## config.mk

```make
export PLATFORM = sky130hd
export DESIGN_NAME = window_frame_sched
export DESIGN_NICKNAME = d
export VERILOG_FILES = /design/src/rtl/window_frame_sched.sv
export SDC_FILE = /design/constraint.sdc
export NUM_CORES = 1
export LEC_CHECK = 0
export ABC_CLOCK_PERIOD_IN_PS = 4800
export CORE_ASPECT_RATIO = 0.7
export CORE_MARGIN = 8
export CORE_UTILIZATION = 53
export DETAILED_ROUTE_END_ITERATION = 8
export GPL_TIMING_DRIVEN = 1
export PLACE_DENSITY = 0.87
export SYNTH_ARGS = -nofsm -noshare
export SYNTH_HDL_FRONTEND = slang
export SYNTH_SLANG_ARGS = --single-unit
```

## constraint.sdc

```tcl
create_clock -name clk -period 4.8 [get_ports clk]
set_input_delay 1.44 -clock clk [delete_from_list [all_inputs] [get_ports clk]]
set_output_delay 1.44 -clock clk [all_outputs]
set_load 0.1 [all_outputs]
```

## src/rtl/window_frame_sched.sv

```systemverilog
// Round-robin frame scheduler sharing one windower among NUM_SRC sources; holds a drain gap after each frame.
// Optional WFS_STALL_CNT_EN adds a per-frame stall_cnt output.
module window_frame_sched #(
  parameter int NO_CH         = 2,
  parameter int LOG2_IMG_SIZE = 10,
  parameter int THROUGHPUT    = 1,
  parameter int WINDOW        = 3,
  parameter int PADDING       = 1,
  parameter int NUM_SRC       = 4
) (
  input  logic                       clk,
  input  logic                       rst,
  input  logic [NUM_SRC-1:0]         src_req,
  input  logic [NUM_SRC-1:0]         src_valid,
  input  logic [NO_CH-1:0]           src_data [NUM_SRC-1:0][THROUGHPUT-1:0],
  output logic [NUM_SRC-1:0]         src_ready,
  output logic                       win_vld,
  output logic [NO_CH-1:0]           win_data [THROUGHPUT-1:0],
  output logic [$clog2(NUM_SRC)-1:0] grant_id,
  output logic                       busy,
  output logic                       frame_done
`ifdef WFS_STALL_CNT_EN
  ,
  output logic [15:0]                stall_cnt
`endif
);

  localparam int BEATS = (2 ** LOG2_IMG_SIZE) / THROUGHPUT;
  localparam int PAD   = (PADDING != 0) ? (WINDOW - 1) / 2 : 0;
  localparam int GAP   = PAD + 1;
  localparam int CNT_W = LOG2_IMG_SIZE - $clog2(THROUGHPUT) + 1;
  localparam int GAP_W = $clog2(GAP + 1);
  localparam int ID_W  = $clog2(NUM_SRC);

  typedef enum logic [1:0] {IDLE, STREAM, DRAIN} state_t;

  state_t            state, state_nxt;
  logic [ID_W-1:0]   last_grant;
  logic [ID_W-1:0]   sel;
  logic              found;
  int unsigned       rr_idx;
  logic [CNT_W-1:0]  beat_cnt;
  logic [GAP_W-1:0]  gap_cnt;
  logic              accept;
  logic              last_beat;
  logic              start;

  // Round-robin search begins just after the previous grant.
  always_comb begin
    sel    = last_grant;
    found  = 1'b0;
    rr_idx = 0;
    for (int unsigned i = 1; i <= NUM_SRC; i++) begin
      rr_idx = (32'(last_grant) + i) % NUM_SRC;
      if (!found && src_req[ID_W'(rr_idx)]) begin
        sel   = ID_W'(rr_idx);
        found = 1'b1;
      end
    end
  end

  always_comb begin
    accept    = (state == STREAM) && src_valid[grant_id];
    last_beat = (beat_cnt == CNT_W'(BEATS - 1));
    start     = (state == IDLE) && (|src_req);
  end

  always_ff @(posedge clk) begin
    if (rst) state <= IDLE;
    else     state <= state_nxt;
  end

  always_comb begin
    state_nxt = state;
    src_ready = '0;
    busy      = (state != IDLE);
    case (state)
      IDLE:   if (|src_req) state_nxt = STREAM;
      STREAM: begin
        src_ready[grant_id] = 1'b1;
        if (accept && last_beat) state_nxt = DRAIN;
      end
      DRAIN:  if (gap_cnt == GAP_W'(1)) state_nxt = IDLE;
      default: state_nxt = IDLE;
    endcase
  end

  always_ff @(posedge clk) begin
    if (rst) begin
      last_grant <= ID_W'(NUM_SRC - 1);
      grant_id   <= '0;
      beat_cnt   <= '0;
      gap_cnt    <= '0;
      win_vld    <= 1'b0;
      win_data   <= '{default: '0};
      frame_done <= 1'b0;
    end else begin
      win_vld    <= accept;
      frame_done <= accept && last_beat;
      if (accept) begin
        win_data <= src_data[grant_id];
        beat_cnt <= beat_cnt + 1'b1;
      end
      if (start) begin
        grant_id   <= sel;
        last_grant <= sel;
        beat_cnt   <= '0;
      end
      if (accept && last_beat) gap_cnt <= GAP_W'(GAP);
      else if (state == DRAIN)  gap_cnt <= gap_cnt - 1'b1;
    end
  end

`ifdef WFS_STALL_CNT_EN
  always_ff @(posedge clk) begin
    if (rst)                                             stall_cnt <= '0;
    else if (start)                                      stall_cnt <= '0;
    else if (state == STREAM && !src_valid[grant_id] && stall_cnt != '1)
                                                         stall_cnt <= stall_cnt + 1'b1;
  end
`endif

endmodule
```

-- Word level (Yosys, flattened, before mapping)
Cells that the tools add are included.
- memories: 0
- memory bits (writable): 0
- bits in read-only memories: 0
- register bits after elaboration: 23
- latch bits: 0
- output and inout port bits: 11
- bitwise operators: 0
- reductions and logical operators: 17
- $add $sub $neg: 6
- muxes and demuxes: 28
- magnitude comparators: 6
- shift-type cells: 0
- multipliers: 0
- equality and inequality tests: 7
- div/mod/pow operators: 0
- operators with widths (kind ; number):
    2-bit 2-to-1 mux ; 10
    2-bit by 3-bit less-than comparator with 1-bit output, second input constant ; 5
    11-bit by 1-bit adder with 11-bit output, second input constant ; 1
    11-bit by 10-bit == test with 1-bit output, second input constant ; 1
    1-bit binary-select mux with 2-bit select ; 5
    1-bit 2-to-1 mux ; 9
    1-bit logical AND ; 7
    2-bit one-hot mux with 3 select lines ; 1
    2-bit by 1-bit adder with 2-bit output, second input constant ; 2
    2-bit adder, second input constant ; 2
    2-bit binary-select mux with 2-bit select ; 1
    2-bit by 1-bit == test with 1-bit output, second input constant ; 2
    4-bit 2-to-1 mux ; 1
    2-bit by 1-bit != test with 1-bit output, second input constant ; 2
    2-bit nonzero test ; 2
    2-bit OR reduction ; 2
    4-bit OR reduction ; 1
    1-bit zero test ; 3
    3-bit AND reduction ; 1
    1-bit demux with 2-bit select ; 1
    2-bit == test, second input constant ; 1
    2-bit by 1-bit >= comparator with 1-bit output, second input constant ; 1
    2-bit zero test ; 1
    2-bit != test, second input constant ; 1
    2-bit by 1-bit subtractor with 2-bit output, second input constant ; 1

-- Logic depth before layout (Yosys ltp)
Gate-level depths: netlist (run 1).
- word-level depth: 13
- gate-level depth with buffers: 7
- depth with buffers taken out: 5

-- Worst setup path before layout (run 1)
No wires, ideal clock.
- path type: reg2out
- start: register grant_id[0]
- end: output src_ready[1]
- cell stages (with the launch flop): 4
- data required time: 3360 ps
- slack: 62 ps
- path buffers: 1
- arrival time: 3298 ps
- cells stage by stage: dfxtp_1 > buf_6 > inv_1 > nor3_1
- longest elaborated chain between the ends: 5
- elaborated cells between the ends (all ways): 6
- classes of those cells: 2 x order compare; 3 x mux; 1 x reduce/logical
- RTL lines (element ; line ; source):
    from (decl) ; 19 ; output logic [$clog2(NUM_SRC)-1:0] grant_id,
    from (signal assigned) ; 105 ; grant_id <= sel;
    2-bit by 3-bit less-than comparator with 1-bit output (implied by the code) or 2-bit by 1-bit >= comparator with 1-bit output (tied branches) ; 80 ; src_ready[grant_id] = 1'b1;
    1-bit logical AND (implied by the code) ; 80 ;
    1-bit 2-to-1 mux (implied by the code) ; 80 ;
    1-bit demux with 2-bit select (*) ; 80 ;
    4-bit 2-to-1 mux (*) ; 77 ; case (state)
    to (decl) ; 16 ; output logic [NUM_SRC-1:0] src_ready,
Every way passes the cells marked *; elsewhere a longest branch is shown, timed or not.

-- Worst setup path after layout (run 1)
Ends and elaborated chain as after synthesis.

==> results of run 1 <==
[flip-flops by register name, indices dropped and copies added, names as in the netlist]
register and cells:
last_grant 2, win_vld 1, grant_id 2, win_data 2
frame_done 1, state 2, beat_cnt 11, gap_cnt 2
[synthesized netlist by cell type, drive strengths merged]
| library cell | n |
|---|---|
| o311ai | 1 |
| or3 | 6 |
| nand4 | 4 |
| xor2 | 2 |
| dfxtp | 23 |
| and3b | 1 |
| ha | 2 |
| nand3b | 1 |
| a21oi | 16 |
| or4 | 5 |
| nor4 | 1 |
| o41a | 1 |
| nor2 | 15 |
| or2 | 1 |
| buf | 3 |
| o311a | 1 |
| o21ai | 8 |
| nand2b | 6 |
| o31ai | 4 |
| and3 | 1 |
| nand4b | 1 |
| a2bb2oi | 1 |
| nor2b | 2 |
| nor3b | 2 |
| o211ai | 1 |
| mux2i | 4 |
| a211oi | 1 |
| or4b | 1 |
| mux2 | 1 |
| o41ai | 1 |
| clkbuf | 5 |
| o31a | 1 |
| and4 | 1 |
| a31oi | 2 |
| mux4 | 2 |
| a22o | 1 |
| inv | 7 |
| nor3 | 4 |
| or3b | 1 |
| nand2 | 6 |
| nand3 | 3 |
[cell type report]
| class | count | area (µm²) | share of cell area, % |
|---|---|---|---|
| Clock buffer | 3 | 22.5 | 1.41 |
| Clock inverter | 1 | 5.00 | 0.313 |
| Inverter | 7 | 26.3 | 1.64 |
| Multi-Input combinational cell | 112 | 763 | 47.7 |
| Sequential cell | 23 | 460 | 28.8 |
| Tap cell | 34 | 42.5 | 2.66 |
| Timing Repair Buffer | 28 | 280 | 17.5 |
[worst max-delay path by stage]
stage,start,endpoint,slack [ns]
finish,grant_id[0]$_SDFFE_PP0P_,src_ready[1],1.05
floorplan,grant_id[0]$_SDFFE_PP0P_,src_ready[1],0.06
global placement,grant_id[0]$_SDFFE_PP0P_,src_ready[1],1.43
detailed placement,grant_id[0]$_SDFFE_PP0P_,src_ready[1],1.41
CTS,grant_id[0]$_SDFFE_PP0P_,src_ready[1],1.03
global route,grant_id[0]$_SDFFE_PP0P_,src_ready[1],0.88
[cells by family (layout without fill, tap and decap cells)]
group	Yosys count	after routing	synth area share, %
muxes	7	7	8.25
and+or+nand+nor	62	62	27.9
DFF	23	23	35.3
xor gates and xnor gates	2	2	1.34
adders and majority gates	2	2	1.92
AOI/OAI and AO/OA	39	39	19.1
buffers and inverters	15	39	6.14
[per-stage QoR]
stage | power [mW] | instances | hold WS (ns) | setup WS (ns) | cell area [µm²]
5_1_grt | 0.543 | 208 | 0.520 | 0.882 | 1600
3_3_place_gp | 0.427 | 204 | 0.449 | 1.43 | 1570
3_5_place_dp | 0.432 | 204 | 0.466 | 1.41 | 1570
2_1_floorplan | 0.388 | 150 | 0.436 | 0.0616 | 1300
6_report | 0.521 | 208 | 0.489 | 1.05 | 1600
4_1_cts | 0.522 | 208 | 0.483 | 1.03 | 1600
[metal layers]
layer | vias to the layer above | global-route usage, % | routed length [µm]
li1 | 609 | - | -
met1 | 560 | 19.2 | 1440
met2 | 47 | 22.5 | 1330
met3 | 6 | 4.72 | 236
met4 | 0 | 5.18 | 57
met5 | - | 0 | 0
[report_power, final]
part           internal [mW]  leakage, nW  switching [mW]  total, mW
Clock                 0.0312       0.0177          0.0599     0.0910
Combinational         0.0666        0.358           0.139      0.206
Sequential             0.203        0.187          0.0206      0.224
Total                  0.301        0.562           0.220      0.521
[worst reg2reg max path, cell delays in order (launching register included)]
cell,delay [ns]
dfxtp_1,0.53
mux2_4,0.34
a2bb2oi_2,0.70
o21ai_0,0.26
a21oi_1,0.17
==> impl_metrics.json, run 1 <==
{
  "layout-drive-gt1-share_pct": 6.32,
  "clk_latency_ns": 0.31,
  "required_ns": 3.36,
  "synthTopCellsByArea": "dfxtp_1, a21oi_1, nor2_1",
  "cts_tree": "built",
  "core_area_mm2": 0.00240,
  "path_max_fanout": 8,
  "hold_class": "flip-flop to flip-flop",
  "drt-total-wl_um": 3060,
  "ir_drop_mv": 0.242,
  "yosys.area.top_type_share_pct": 35.3,
  "row_count": 15,
  "fin_util_pct": 66.6,
  "io_pins": 29,
  "drv_cap": 0,
  "clock-sinks": 23,
  "slew-limit-headroom_pct": 33.8,
  "path_cells": "inv_1, nor3_1, clkdlybuf4s50_1",
  "io_buffers": 28,
  "slew_violations": 0,
  "p_leak_nw": 0.562,
  "grt_antenna_before_repair": 0,
  "fmax_mhz": 266,
  "regToRegSetupSlack_ns": 2.74,
  "drt_first_pass_iters": 4,
  "die_area_mm2": 0.00433,
  "fillers": 214,
  "rsz0062_at_grt": "false",
  "cts_setup_buffers": 0,
  "netlist_area_mm2": 0.00130,
  "arrival_ns": 2.31,
  "path_depth": 3,
  "fin_tns_setup_ns": 0,
  "fin_skew_ns": 0.00471,
  "min_from": "beat_cnt[10]$_SDFFE_PP0P_",
  "ys_seq_elements": 23,
  "hold_viol_final": 0,
  "drc": 0,
  "postRouteAntennaNets": 0,
  "rr_worst_depth": 4,
  "area_growth_pct": 22.7,
  "grt_pass1_wl_um": 5180,
  "cts-resized-gates": 0,
  "initial_utilization_pct": 54.3,
  "cp_slowest_cell": "clkdlybuf4s50_1",
  "yosysTopAreaCell": "dfxtp_1",
  "tightest_slew_ns": 0.990,
  "drt_iter0_drc": 130,
  "hold_buffers": 0,
  "synthCells": 150,
  "overflow": 0,
  "htreeDepth": 1,
  "hold_depth": 2,
  "critPathTopFamily": "buffers and inverters",
  "crit_buf_inv": 2,
  "vias_per_cell": 5.88,
  "die_h_um": 57.5,
  "post-route-min-period_ns": 3.75,
  "grt_max_degree": 25,
  "path_class": "flip-flop to primary output",
  "post-route-period-util_pct": 78.2,
  "grt_pass1_vias": 1142,
  "clockRootBuffer": "clkbuf_4",
  "regToRegStartpoint": "grant_id[0]$_SDFFE_PP0P_",
  "setup_viol": 0,
  "diodes": 0,
  "synth.avg_cell_area_um2": 8.69,
  "dr_total_vias": 1222,
  "gp_congestion": 0.853,
  "hold_path_end": "beat_cnt[10]$_SDFFE_PP0P_",
  "outcome": "finished, final reports clean",
  "dpl.hpwl_um": 2320,
  "ys_types": 43,
  "cts-buffers-inserted": 3,
  "nNetsFinal": 195,
  "path_clk_slew_ns": 0.13,
  "die_w_um": 75.3,
  "p_per_area_mw_per_mm2": 325,
  "routedWlPerCell_um": 14.7,
  "start_kind": "flip-flop",
  "yosysSeqAreaShare_pct": 35.3,
  "end_kind": "primary output",
  "ys_warn_count": 0,
  "r2r_end": "beat_cnt[6]$_SDFFE_PP0P_",
  "max_stage_delay_ns": 1.16,
  "grtUsageTotal_pct": 14.9,
  "final_common_cell": "clkdlybuf4s50_1",
  "syn_nets": 170,
  "clockBufferDepth": 2,
  "final_cell_mix": "clkdlybuf4s50_1, dfxtp_1, a21oi_1"
}
Note: power is estimated with default switching activity, not from simulation.
==> inputs of run 2 (changes only) <==
==> config.mk (replaced) <==
export PLATFORM = sky130hd
export DESIGN_NAME = window_frame_sched
export DESIGN_NICKNAME = d
export VERILOG_FILES = /design/src/rtl/window_frame_sched.sv
export SDC_FILE = /design/constraint.sdc
export NUM_CORES = 1
export LEC_CHECK = 0
export ABC_CLOCK_PERIOD_IN_PS = 3200
export CORE_ASPECT_RATIO = 0.7
export CORE_MARGIN = 8
export CORE_UTILIZATION = 45
export DETAILED_ROUTE_END_ITERATION = 8
export GPL_TIMING_DRIVEN = 1
export PLACE_DENSITY = 0.79
export SYNTH_ARGS = -nofsm -noshare
export SYNTH_HDL_FRONTEND = slang
export SYNTH_SLANG_ARGS = --single-unit
==> constraint.sdc (replaced) <==
create_clock -name clk -period 3.2 [get_ports clk]
set_input_delay 0.96 -clock clk [delete_from_list [all_inputs] [get_ports clk]]
set_output_delay 0.96 -clock clk [all_outputs]
set_load 0.1 [all_outputs]
==> run 2 against run 1 <==
Compared with the run above:
- setup slack worse by 0.31 ns
- critical endpoint is now last_grant[1]$_SDFFE_PP1P_
- hold slack better by 0.0032 ns
- die area up 13%
- clock power up 95%
- sequential power up 51%
- cell area up 1.6%
- combinational power up 52%
- largest power group unchanged
- critical path depth up 2
- first-iteration DRC count up 22%
- non-clock buffer count up 3
==> impl_metrics.json, run 2 (same netlist as run 1, synthesis figures left out) <==
{
  "grtUsageTotal_pct": 14.1,
  "cts-buffers-inserted": 3,
  "path_max_fanout": 9,
  "fmax_mhz": 406,
  "hold_viol_final": 0,
  "path_class": "input pin to flip-flop",
  "htreeDepth": 1,
  "cts_tree": "built",
  "pre_cts_ws_ns": 0.490,
  "clockRootBuffer": "clkbuf_8",
  "drc": 0,
  "clockBufferDepth": 2,
  "hold_buffers": 0,
  "row_count": 16,
  "die_w_um": 80.3,
  "post-route-period-util_pct": 77.0,
  "fin_tns_setup_ns": 0,
  "hold_depth": 2,
  "vias_per_cell": 5.88,
  "io_pins": 29,
  "arrival_ns": 2.59,
  "overflow": 0,
  "hold_class": "flip-flop to flip-flop",
  "setup_viol": 0,
  "core_area_mm2": 0.00278,
  "cts_setup_buffers": 0,
  "dpl.hpwl_um": 2510,
  "post-route-min-period_ns": 2.46,
  "final_common_cell": "dfxtp_1",
  "gp_congestion": 0.799,
  "postRouteAntennaNets": 0,
  "grt_pass1_wl_um": 5420,
  "fin_skew_ns": 0.00282,
  "path_clk_slew_ns": 0.07,
  "dr_total_vias": 1253,
  "drt_first_pass_iters": 4,
  "grt_pass1_vias": 1153,
  "tightest_slew_ns": 0.515,
  "drt_iter0_drc": 159,
  "start_kind": "input pin",
  "io_buffers": 28,
  "clk_latency_ns": 0.26,
  "slew_violations": 0,
  "die_h_um": 61.0,
  "clock-sinks": 23,
  "largest_reg_flops": 11,
  "cts-resized-gates": 0,
  "rr_worst_depth": 5,
  "p_leak_nw": 0.604,
  "initial_utilization_pct": 46.9,
  "required_ns": 3.33,
  "layout-drive-gt1-share_pct": 14.7,
  "grt_antenna_before_repair": 0,
  "drv_cap": 0,
  "final_cell_mix": "dfxtp_1, clkdlybuf4s50_1, a21oi_1",
  "outcome": "finished, final reports clean",
  "p_per_area_mw_per_mm2": 510,
  "ir_drop_mv": 0.236,
  "top_register": "beat_cnt",
  "end_kind": "flip-flop",
  "slew-limit-headroom_pct": 65.2,
  "rsz0062_at_grt": "false",
  "nNetsFinal": 198,
  "area_growth_pct": 24.7,
  "grt_max_degree": 22,
  "setup_slack_ns": 0.736,
  "drt-total-wl_um": 3370,
  "die_area_mm2": 0.00490,
  "routedWlPerCell_um": 15.8,
  "diodes": 0
}
run 2: changes by cell type in the layout (fill, tap and decap cells not counted):
cell,change
clkbuf_8,+3
clkinv_2,-1
clkbuf_1,+1
clkdlybuf4s50_1,-11
clkbuf_4,-3
nor3_1,-2
nor3_2,+2
buf_4,+14
run 2: stage by stage:
step                      power (mW)  hold WS (ns)  utilization (%)  cells  instance area (µm²)
final                          0.828         0.492             58.4    213                 1630
after global routing           0.864         0.540             58.4    213                 1630
after CTS                      0.835         0.491             58.4    213                 1630
after detailed placement       0.653         0.469             56.8    209                 1580
after global placement         0.645         0.447             56.8    209                 1580
after floorplan                0.585         0.436                -    150                 1310
run 2: where the power goes:
group	internal (mW)	total [mW]	switching, mW
clock	0.0888	0.177	0.0881
combinational	0.100	0.313	0.213
sequential	0.304	0.338	0.0337
run 2: metal layers:
layer | routed length [µm] | vias to the layer above | part of all wire [%] | GRT usage, %
met5 | 0 | - | 0 | 0
met4 | 136 | 0 | 4.0 | 6.70
met3 | 301 | 12 | 8.9 | 4.23
met2 | 1490 | 63 | 44 | 22.8
met1 | 1440 | 564 | 43 | 17.0
li1 | - | 614 | - | -
run 2: layout make-up:
| type | instances | area [µm²] |
|---|---|---|
| fillers | 235 | 1160 |
| well taps | 36 | 45.0 |
| flip-flops and latches | 23 | 460 |
| clock buffers | 4 | 45.0 |
| inverters | 7 | 26.3 |
| multi-input cells | 112 | 773 |
| repair buffers | 31 | 275 |
run 2: worst max-delay path: stages:
cell,delay [ns]
clkdlybuf4s50_1,0.56
nor2b_1,0.24
o311a_1,0.33
o311ai_1,0.35
o211ai_1,0.15
run 2: path summary, 6_finish.rpt:
| check | endpoint | start | slack [ns] |
|---|---|---|---|
| hold reg to reg | beat_cnt[9]$_SDFFE_PP0P_ | beat_cnt[9]$_SDFFE_PP0P_ | 0.49 |
| setup / recovery | last_grant[1]$_SDFFE_PP1P_ | src_req[1] | 0.74 |
| setup reg to reg | beat_cnt[5]$_SDFFE_PP0P_ | grant_id[1]$_SDFFE_PP0P_ | 1.37 |
| hold / removal | beat_cnt[9]$_SDFFE_PP0P_ | beat_cnt[9]$_SDFFE_PP0P_ | 0.49 |
